--- config.mk ---
export PLATFORM = sky130hd
export DESIGN_NAME = des_key_schedule
export DESIGN_NICKNAME = d
export VERILOG_FILES = /design/src/rtl/des_pkg.sv /design/src/rtl/des_key_schedule.sv
export SDC_FILE = /design/constraint.sdc
export NUM_CORES = 1
export LEC_CHECK = 0
export ABC_AREA = 1
export CAP_MARGIN = 10
export CORE_MARGIN = 2
export CORE_UTILIZATION = 45
export DETAILED_ROUTE_END_ITERATION = 12
export HOLD_SLACK_MARGIN = 0.1
export PLACE_DENSITY = 0.78
export SLEW_MARGIN = 20
export SYNTH_ARGS = -nofsm -noshare
export SYNTH_HDL_FRONTEND = slang
export SYNTH_SLANG_ARGS = --single-unit
export TNS_END_PERCENT = 50
--- constraint.sdc ---
create_clock -name clk -period 1.89 [get_ports clk]
set_input_delay 0.189 -clock clk [delete_from_list [all_inputs] [get_ports clk]]
set_output_delay 0.189 -clock clk [all_outputs]
set_load 0.02 [all_outputs]
--- src/rtl/des_pkg.sv ---
// DES key-schedule constants and permutation helpers.
// Bit numbering: DES bit 1 is the MSB of every vector handled here.
package des_pkg;

    typedef enum logic [0:0] {IDLE, RUN} state_t;

    // Permuted choice 1: 64-bit key -> 56 bits (C = first 28, D = last 28).
    localparam int unsigned PC1 [56] = '{
        57, 49, 41, 33, 25, 17,  9,
         1, 58, 50, 42, 34, 26, 18,
        10,  2, 59, 51, 43, 35, 27,
        19, 11,  3, 60, 52, 44, 36,
        63, 55, 47, 39, 31, 23, 15,
         7, 62, 54, 46, 38, 30, 22,
        14,  6, 61, 53, 45, 37, 29,
        21, 13,  5, 28, 20, 12,  4
    };

    // Permuted choice 2: 56-bit C||D -> 48-bit round key.
    localparam int unsigned PC2 [48] = '{
        14, 17, 11, 24,  1,  5,
         3, 28, 15,  6, 21, 10,
        23, 19, 12,  4, 26,  8,
        16,  7, 27, 20, 13,  2,
        41, 52, 31, 37, 47, 55,
        30, 40, 51, 45, 33, 48,
        44, 49, 39, 56, 34, 53,
        46, 42, 50, 36, 29, 32
    };

    // Left-rotation amount for rounds 1..16 (index = round - 1).
    localparam int unsigned SHIFT [16] = '{1, 1, 2, 2, 2, 2, 2, 2, 1, 2, 2, 2, 2, 2, 2, 1};

    function automatic logic [55:0] pc1(input logic [63:0] k);
        logic [55:0] o;
        o = '0;
        for (int i = 0; i < 56; i++) begin
            o[55 - i] = k[64 - PC1[i]];
        end
        return o;
    endfunction

    function automatic logic [47:0] pc2(input logic [55:0] cd);
        logic [47:0] o;
        o = '0;
        for (int i = 0; i < 48; i++) begin
            o[47 - i] = cd[56 - PC2[i]];
        end
        return o;
    endfunction

    // DES "left" moves bit 1 (the MSB) toward bit 28.
    function automatic logic [27:0] rotl28(input logic [27:0] x, input logic two);
        return two ? {x[25:0], x[27:26]} : {x[26:0], x[27]};
    endfunction

    function automatic logic [27:0] rotr28(input logic [27:0] x, input logic two);
        return two ? {x[1:0], x[27:2]} : {x[0], x[27:1]};
    endfunction

endpackage

--- src/rtl/des_key_schedule.sv ---
// Iterative DES key schedule: emits K1..K16 (or K16..K1) one per handshake.
// C/D always hold the halves that produced the subkey currently presented,
// so the next subkey is one rotation plus PC-2 away.
module des_key_schedule
    import des_pkg::*;
(
    input  logic        clk,
    input  logic        rst,
    input  logic        start,
    input  logic [63:0] key_in,
    input  logic        decrypt,
    output logic [47:0] subkey,
    output logic        subkey_valid,
    input  logic        subkey_ready,
    output logic [3:0]  round_idx,
    output logic        busy,
    output logic        done
);

    state_t      state_q, state_d;
    logic [27:0] c_q, c_d;
    logic [27:0] d_q, d_d;
    logic        dir_q, dir_d;
    logic [3:0]  count_q, count_d;
    logic [47:0] subkey_q, subkey_d;
    logic        valid_q, valid_d;
    logic [3:0]  round_q, round_d;
    logic        busy_q, busy_d;
    logic        done_q, done_d;

    logic [55:0] k56;
    logic [3:0]  sidx;
    logic        two;

    // Next-state: load on start, advance one round per handshake, finish after the 16th.
    always_comb begin
        state_d  = state_q;
        c_d      = c_q;
        d_d      = d_q;
        dir_d    = dir_q;
        count_d  = count_q;
        subkey_d = subkey_q;
        valid_d  = valid_q;
        round_d  = round_q;
        busy_d   = busy_q;
        done_d   = 1'b0;
        k56      = pc1(key_in);
        sidx     = dir_q ? (4'd15 - count_q) : (count_q + 4'd1);
        two      = (SHIFT[sidx] == 2);

        case (state_q)
            IDLE: begin
                if (start) begin
                    if (decrypt) begin
                        // Total rotation over 16 rounds is 28, so C16/D16 = C0/D0.
                        c_d     = k56[55:28];
                        d_d     = k56[27:0];
                        round_d = 4'd15;
                    end else begin
                        c_d     = rotl28(k56[55:28], 1'b0);
                        d_d     = rotl28(k56[27:0], 1'b0);
                        round_d = 4'd0;
                    end
                    subkey_d = pc2({c_d, d_d});
                    dir_d    = decrypt;
                    count_d  = 4'd0;
                    valid_d  = 1'b1;
                    busy_d   = 1'b1;
                    state_d  = RUN;
                end
            end
            RUN: begin
                if (valid_q && subkey_ready) begin
                    if (count_q == 4'd15) begin
                        valid_d = 1'b0;
                        busy_d  = 1'b0;
                        done_d  = 1'b1;
                        state_d = IDLE;
                    end else begin
                        if (dir_q) begin
                            // Undo the rotation of the round just emitted.
                            c_d     = rotr28(c_q, two);
                            d_d     = rotr28(d_q, two);
                            round_d = round_q - 4'd1;
                        end else begin
                            c_d     = rotl28(c_q, two);
                            d_d     = rotl28(d_q, two);
                            round_d = round_q + 4'd1;
                        end
                        subkey_d = pc2({c_d, d_d});
                        count_d  = count_q + 4'd1;
                    end
                end
            end
            default: state_d = IDLE;
        endcase
    end

    // State and output registers with synchronous reset.
    always_ff @(posedge clk) begin
        if (rst) begin
            state_q  <= IDLE;
            c_q      <= '0;
            d_q      <= '0;
            dir_q    <= 1'b0;
            count_q  <= '0;
            subkey_q <= '0;
            valid_q  <= 1'b0;
            round_q  <= '0;
            busy_q   <= 1'b0;
            done_q   <= 1'b0;
        end else begin
            state_q  <= state_d;
            c_q      <= c_d;
            d_q      <= d_d;
            dir_q    <= dir_d;
            count_q  <= count_d;
            subkey_q <= subkey_d;
            valid_q  <= valid_d;
            round_q  <= round_d;
            busy_q   <= busy_d;
            done_q   <= done_d;
        end
    end

    assign subkey       = subkey_q;
    assign subkey_valid = valid_q;
    assign round_idx    = round_q;
    assign busy         = busy_q;
    assign done         = done_q;

endmodule

**After elaboration in Yosys (flattened, before gate mapping)**

Memories as Yosys holds them, arrays and structs flattened.
Index checks and enable logic that the tools add are counted.
W data, S select, Z words.

- Bitwise logic cells: 3
- $lt $le $gt $ge: 1
- Muxes and demuxes: 42
- Equal/unequal tests: 6
- $add $sub $neg: 4
- Reductions and logical operators: 5

Operator list:

| cell | count |
|---|---|
| $mux W28 | 14 |
| $mux W48 | 3 |
| $pmux W28 S2 | 2 |
| $pmux W48 S2 | 1 |
| $mux W32 | 2 |
| $mux W4 | 9 |
| $eq A32 B2 Y1 const B | 1 |
| $pmux W4 S2 | 2 |
| $add A4 B1 Y4 const B | 2 |
| $mux W1 | 7 |
| $reduce_and A3 Y1 | 2 |
| $ge A5 B5 Y1 const B | 1 |
| $not A4 Y5 | 1 |
| $eq A4 B4 Y1 const B | 1 |
| $ne A2 B1 Y1 const B | 2 |
| $ne A2 B2 Y1 const B | 2 |
| $pmux W1 S2 | 2 |
| $sub A4 B1 Y4 const B | 1 |
| $sub A4 B4 Y4 const A | 1 |
| $reduce_or A3 Y1 | 1 |
| $not A1 Y1 | 2 |
| $reduce_and A2 Y1 | 1 |
| $logic_and A1 B1 Y1 | 1 |

- Bits of input ports: 69
- Bits in read-only memories: 512
- Word-level logic and storage cells: 71
- Register bits: 116
- Memories kept: 1

Memory list:

| name | depth | bits a word | read ports | clocked after memory_dff | write ports | RTL line | source |
|---|---|---|---|---|---|---|---|
| (no name shown) | 16 | 32 | 1 | 0 | 0 | des_key_schedule.sv:49 | `two = (SHIFT[sidx] == 2);` |

**Logic depth before layout (Yosys ltp)**

- Word-level depth: 12
- Mapped depth: 15
- Mapped depth without buffers: 13

**Least setup slack after synthesis**

No wires, ideal clock.

- Path kind: reg2reg
- Start point: register dir_q
- End point: register round_q[1], in the netlist round_idx[1]
- Path buffers: 2
- Period minus slack after synthesis: 1.905 ns
- Data arrival time: 1.810 ns
- Stages on the path, launching flop included: 7
- Required time: 1.795 ns
- Setup slack: -0.015 ns
- Cell sequence: dfxtp_1 > buf_4 > inv_2 > clkbuf_1 > fa_1 > or2_2 > a221oi_1

- Cells in the longest elaborated chain, start to end: 4

RTL lines:

| what | RTL line | source |
|---|---|---|
| start, declared | des_key_schedule.sv:23 | `logic dir_q, dir_d;` |
| start signal, assigned | des_key_schedule.sv:116 | `dir_q <= dir_d;` |
| $mux W4 | des_key_schedule.sv:80 | `if (dir_q) begin` |
| $mux W4 | des_key_schedule.sv:74 | `if (count_q == 4'd15) begin` |
| $mux W4 | des_key_schedule.sv:73 | `if (valid_q && subkey_ready) begin` |
| $pmux W4 S2 | des_key_schedule.sv:51 | `case (state_q)` |
| end signal, assigned | des_key_schedule.sv:120 | `round_q <= round_d;` |
| end, declared | des_key_schedule.sv:27 | `logic [3:0] round_q, round_d;` |

No other way between the ends. The select of a mux whose other input is x is not followed.
A chain may end at the register's enable or synchronous reset.

**Worst setup path after layout**

- Start point: register count_q[1]
- End point: register c_q[15]

- Cells in the longest elaborated chain, start to end: 12

RTL lines:

| what | RTL line | source |
|---|---|---|
| start, declared | des_key_schedule.sv:24 | `logic [3:0] count_q, count_d;` |
| start signal, assigned | des_key_schedule.sv:117 | `count_q <= count_d;` |
| $add A4 B1 Y4 or $sub A4 B4 Y4 (tied branches) | des_key_schedule.sv:48 | `sidx = dir_q ? (4'd15 - count_q) : (count_q + 4'd1);` |
| $mux W4 | des_key_schedule.sv:48 |  |
| $not A4 Y5 (not written as such) | des_key_schedule.sv:49 |  |
| $mem_v2 Z16 W32 | - |  |
| $mux W32 (not written as such) (2 in series) | des_key_schedule.sv:49 |  |
| $eq A32 B2 Y1 | des_key_schedule.sv:49 |  |
| $mux W28, on equally long branches | des_pkg.sv:54, des_pkg.sv:58 |  |
| $mux W28 | des_key_schedule.sv:80 |  |
| $mux W28 | des_key_schedule.sv:74 |  |
| $mux W28 | des_key_schedule.sv:73 |  |
| $pmux W28 S2 | des_key_schedule.sv:51 |  |
| end signal, assigned | des_key_schedule.sv:103 | `c_q <= '0;` |
| end signal, assigned | des_key_schedule.sv:114 | `c_q <= c_d;` |
| end, declared | des_key_schedule.sv:21 | `logic [27:0] c_q, c_d;` |

Parallel ways exist; a longest one is shown, timed or not. The select of a mux whose other input is x is not followed.

==> impl_metrics.ini <==
[route]
drt-total-wl_um = 19100
drt_drc_violations_left = 0
ant_nets = 0
number_of_design_rule_violations_left_by_the_first_detailed_router_iteration = 716
drtPass1Iterations = 6
via_count = 6599
routedWlPerCell_um = 17.6
avgViaCountPerCell = 6.07

[finish]
drive_above_1_share = 0.210
layout.nets = 1013
seqCellArea_um2 = 1380
multi_input_comb_area_um2 = 3910
finish.instance_area_um2 = 7680
syn2layout_area_growth_pct = 42.7
fillers = 964
final_util = 0.664
diodes = 0

[synth]
fraction_of_the_yosys_area_taken_by_sequential_cells = 0.253
mappedNetlistNets = 967
yosys_warnings = 0
ys.flop_type = sky130_fd_sc_hd__dfxtp_1
synth_top_cells_by_area = sky130_fd_sc_hd__dfxtp_1 (25%), sky130_fd_sc_hd__nand3_1 (21%), sky130_fd_sc_hd__nor2_1 (12%)
synth_cell_type_count = 27
synth-async-reset-ratio = 0
synth.top_cell.area_share = 0.253
synth_edf_count = 0
postSynthAreaPerCell_um2 = 6.03
mappedNetlistArea_um2 = 5390
syn-instance-count = 893
yosys.area.top_type = sky130_fd_sc_hd__dfxtp_1
synth-seq-cells = 68

[worst_hold_path]
timing.hold.worst_endpoint = state_q
holdCritPathClass = in -> reg
min_path_cells = 3
min-delay-start = start

[global_route]
met2_grt_util = 0.374
top_usage_layer = met2
grt_antenna_before_repair = 0
grt_pass1_wl_um = 26400
globalRouteMet3Util = 0.0324
largest_net_degree_at_the_start_of_global_routing = 61
globalRouteMet1Util = 0.354
grt_overflow_total = 0
grtUsageTotal = 0.245
first_global_vias = 5518

[critical_path]
worst_ep_arrival_time_ns = 2.19
worst_ep_required_time_ns = 2.15
cp_common_cell = sky130_fd_sc_hd__nand3_1
cp_slowest_cell = sky130_fd_sc_hd__dfxtp_4
worst-path-max-fanout = 8
crit_path_cell_trace = ha_4 -> o21ai_4 -> nor2_1 -> nand2_2 -> nand2_2 -> nand2_4 -> buf_12 -> buf_8 -> nand3_1 -> nand3_1 -> nand3_1 -> a21oi_1
timing_worst_setup_path_type = reg -> reg
cp-end-kind = flop
rr_worst_depth = 12
critPathMaxStageDelay_ns = 0.36
critical_path.startpoint_type = flop
r2r_start = count_q[1]
r2r-end = c_q[15]
r2r_setup_slack_ns = -0.04
crit_path_start = count_q[1]

[cts]
worstSkewPairLatency_ns = 0.34
clkSlewWorstSetupHoldPaths_ns = 0.06
clock_sink_count = 68
tritoncts.num_buffers = 9
htreeDepth = 3
cts_root_buf = sky130_fd_sc_hd__clkbuf_16
tritoncts_clock_tree = done
max-clock-path-buffers = 2

[timing]
fin_crit_sh = 1.02
timing.clock.skew_ns = 0.00729
tightest_slew_ns = 0.536
final_hold_viol_count = 0
final.setup.worst_slack_ns = -0.0400
setup_violations = 6
slew_viols_final = 0
timing.slew.headroom = 0.642
finalCriticalPeriod_ns = 1.93
fmaxAchievable_mhz = 518
rsz0062_at_grt = yes

[floorplanning]
die_width_um = 113
start_util = 0.466
pin_count = 124
rows = 39
fp.coreArea_um2 = 11600
die_height_um = 113
design.die.area_um2 = 12900

[flow_run]
cap_viol_max_count = 0

[status]
run_status = finished with violations
violated_checks = setup timing

[placement]
dpl.hpwl_um = 10200
portBuffers = 115
gp_congestion = 0.904
placed_cell_area_um2 = 6310

[power_and_ir_drop]
power.leakage_nw = 3.02
vdd.ir_drop.worst_mv = 0.434
p_per_area_nw_per_um2 = 771
==> registers in the layout, indices dropped and copies added, names as in the netlist <==
signal	flops
busy	1
c_q	27
count_q	4
d_q	27
dir_q	1
done	1
round_idx	4
state_q	1
subkey	2
==> cell type report <==
type                    instances  share of cell area
clock buffers                  11              0.0329
clock inverters                 5             0.00651
inverters                      14             0.00684
multi-input cells             687               0.509
flip-flops and latches         68               0.179
well taps                     143              0.0233
repair buffers                159               0.242
==> cells in the final DEF, fill, tap and decap left out, types with 2 or more instances in the layout <==
| master | instances |
|---|---|
| sky130_fd_sc_hd__nand3_4 | 12 |
| sky130_fd_sc_hd__clkbuf_8 | 2 |
| sky130_fd_sc_hd__nor2_1 | 172 |
| sky130_fd_sc_hd__nand2_2 | 6 |
| sky130_fd_sc_hd__clkbuf_16 | 18 |
| sky130_fd_sc_hd__a21oi_2 | 21 |
| sky130_fd_sc_hd__clkdlybuf4s50_1 | 114 |
| sky130_fd_sc_hd__buf_16 | 3 |
| sky130_fd_sc_hd__a221oi_1 | 2 |
| sky130_fd_sc_hd__dfxtp_4 | 3 |
| sky130_fd_sc_hd__buf_4 | 16 |
| sky130_fd_sc_hd__nand3_1 | 145 |
| sky130_fd_sc_hd__buf_8 | 5 |
| sky130_fd_sc_hd__buf_12 | 10 |
| sky130_fd_sc_hd__ha_4 | 2 |
| sky130_fd_sc_hd__clkinv_2 | 4 |
| sky130_fd_sc_hd__inv_1 | 9 |
| sky130_fd_sc_hd__dfxtp_2 | 2 |
| sky130_fd_sc_hd__nor2_4 | 2 |
| sky130_fd_sc_hd__nand3_2 | 74 |
| sky130_fd_sc_hd__nand2_1 | 72 |
| sky130_fd_sc_hd__xnor2_1 | 2 |
| sky130_fd_sc_hd__dfxtp_1 | 63 |
| sky130_fd_sc_hd__ha_1 | 2 |
| sky130_fd_sc_hd__a21oi_1 | 45 |
| sky130_fd_sc_hd__inv_2 | 5 |
| sky130_fd_sc_hd__a211oi_1 | 2 |
| sky130_fd_sc_hd__nand2_4 | 4 |
| sky130_fd_sc_hd__o21ai_0 | 111 |
| sky130_fd_sc_hd__o21ai_1 | 5 |
==> routing by layer <==
metal	share of wire	routed length, um	vias to the layer above
met4	0.034	650	0
met2	0.45	8680	421
met1	0.41	7880	3003
li1	-	-	3106
met5	0	0	-
met3	0.10	1920	69
==> per-stage QoR <==
step | instances | worst slack, ns | setup TNS, ns | power [mW] | hold WS [ns]
2_1_floorplan | 893 | 0.114 | 0 | 3.13 | 0.329
6_report | 1087 | -0.0400 | -0.112 | 5.92 | 0.462
3_3_place_gp | 1054 | 0.0499 | 0 | 3.64 | 0.484
4_1_cts | 1074 | -0.000402 | -0.000402 | 5.44 | 0.464
3_5_place_dp | 1054 | -0.000974 | -0.000974 | 3.66 | 0.489
5_1_grt | 1087 | -0.143 | -2.70 | 6.18 | 0.502
==> synthesized netlist by cell type (2+ instances only) <==
master / n
sky130_fd_sc_hd__a221oi_1: 2
sky130_fd_sc_hd__buf_1: 11
sky130_fd_sc_hd__ha_1: 4
sky130_fd_sc_hd__buf_6: 4
sky130_fd_sc_hd__a21oi_1: 66
sky130_fd_sc_hd__a211oi_1: 2
sky130_fd_sc_hd__nor2_1: 173
sky130_fd_sc_hd__or2_2: 2
sky130_fd_sc_hd__nor2_2: 2
sky130_fd_sc_hd__o21ai_1: 5
sky130_fd_sc_hd__clkbuf_1: 42
sky130_fd_sc_hd__dfxtp_1: 68
sky130_fd_sc_hd__o21ai_0: 111
sky130_fd_sc_hd__xnor2_1: 2
sky130_fd_sc_hd__nand3_1: 230
sky130_fd_sc_hd__nand2_1: 77
sky130_fd_sc_hd__buf_2: 5
sky130_fd_sc_hd__inv_1: 11
sky130_fd_sc_hd__nand2_2: 6
sky130_fd_sc_hd__buf_4: 61
sky130_fd_sc_hd__inv_2: 3
==> critical path, delay by kind of cell, from the launching register on <==
kind	cells	cell delay, ns
compound gates	2	0.31
flops	1	0.36
buf+inv	2	0.32
fa+ha+maj	1	0.25
simple gates	7	0.60
==> power by group <==
| group | switching, mW | total, mW | internal, mW | leakage (nW) |
|---|---|---|---|---|
| combinational | 1.35 | 2.40 | 1.04 | 2.30 |
| clock | 0.661 | 1.75 | 1.08 | 0.155 |
| sequential | 0.193 | 1.78 | 1.59 | 0.567 |
| total | 2.21 | 5.92 | 3.71 | 3.02 |
==> timing repair <==
action | CTS | global route
endpoints found under the setup margin | 15 | 56
hold buffers | 0 | 0
setup buffers | 3 | 0
gates resized for setup | 8 | 145
pin swaps | 7 | 65
cloned | 1 | 13
==> logic make-up (layout without fill, tap and decap cells) <==
| group | Yosys count | count (layout) | synth area share |
|---|---|---|---|
| simple gates | 493 | 493 | 0.406 |
| fa+ha+maj | 5 | 5 | 0.0130 |
| compound gates | 187 | 187 | 0.177 |
| buf+inv | 138 | 189 | 0.148 |
| xor+xnor | 2 | 2 | 0.00325 |
| flops | 68 | 68 | 0.253 |
==> how the worst max path moves through the flow <==
| stage | depth (start not counted) | slack, ns | endpoint |
|---|---|---|---|
| 2_1_floorplan | 6 | 0.11 | round_idx[1] |
| 3_3_place_gp | 11 | 0.05 | subkey[43] |
| 3_5_place_dp | 11 | -0.001 | c_q[20] |
| 4_1_cts | 11 | -0.0004 | d_q[9] |
| 5_1_grt | 14 | -0.14 | c_q[15] |
| 6_report | 12 | -0.04 | c_q[15] |
No activity file was read; power rests on OpenSTA's default activity.
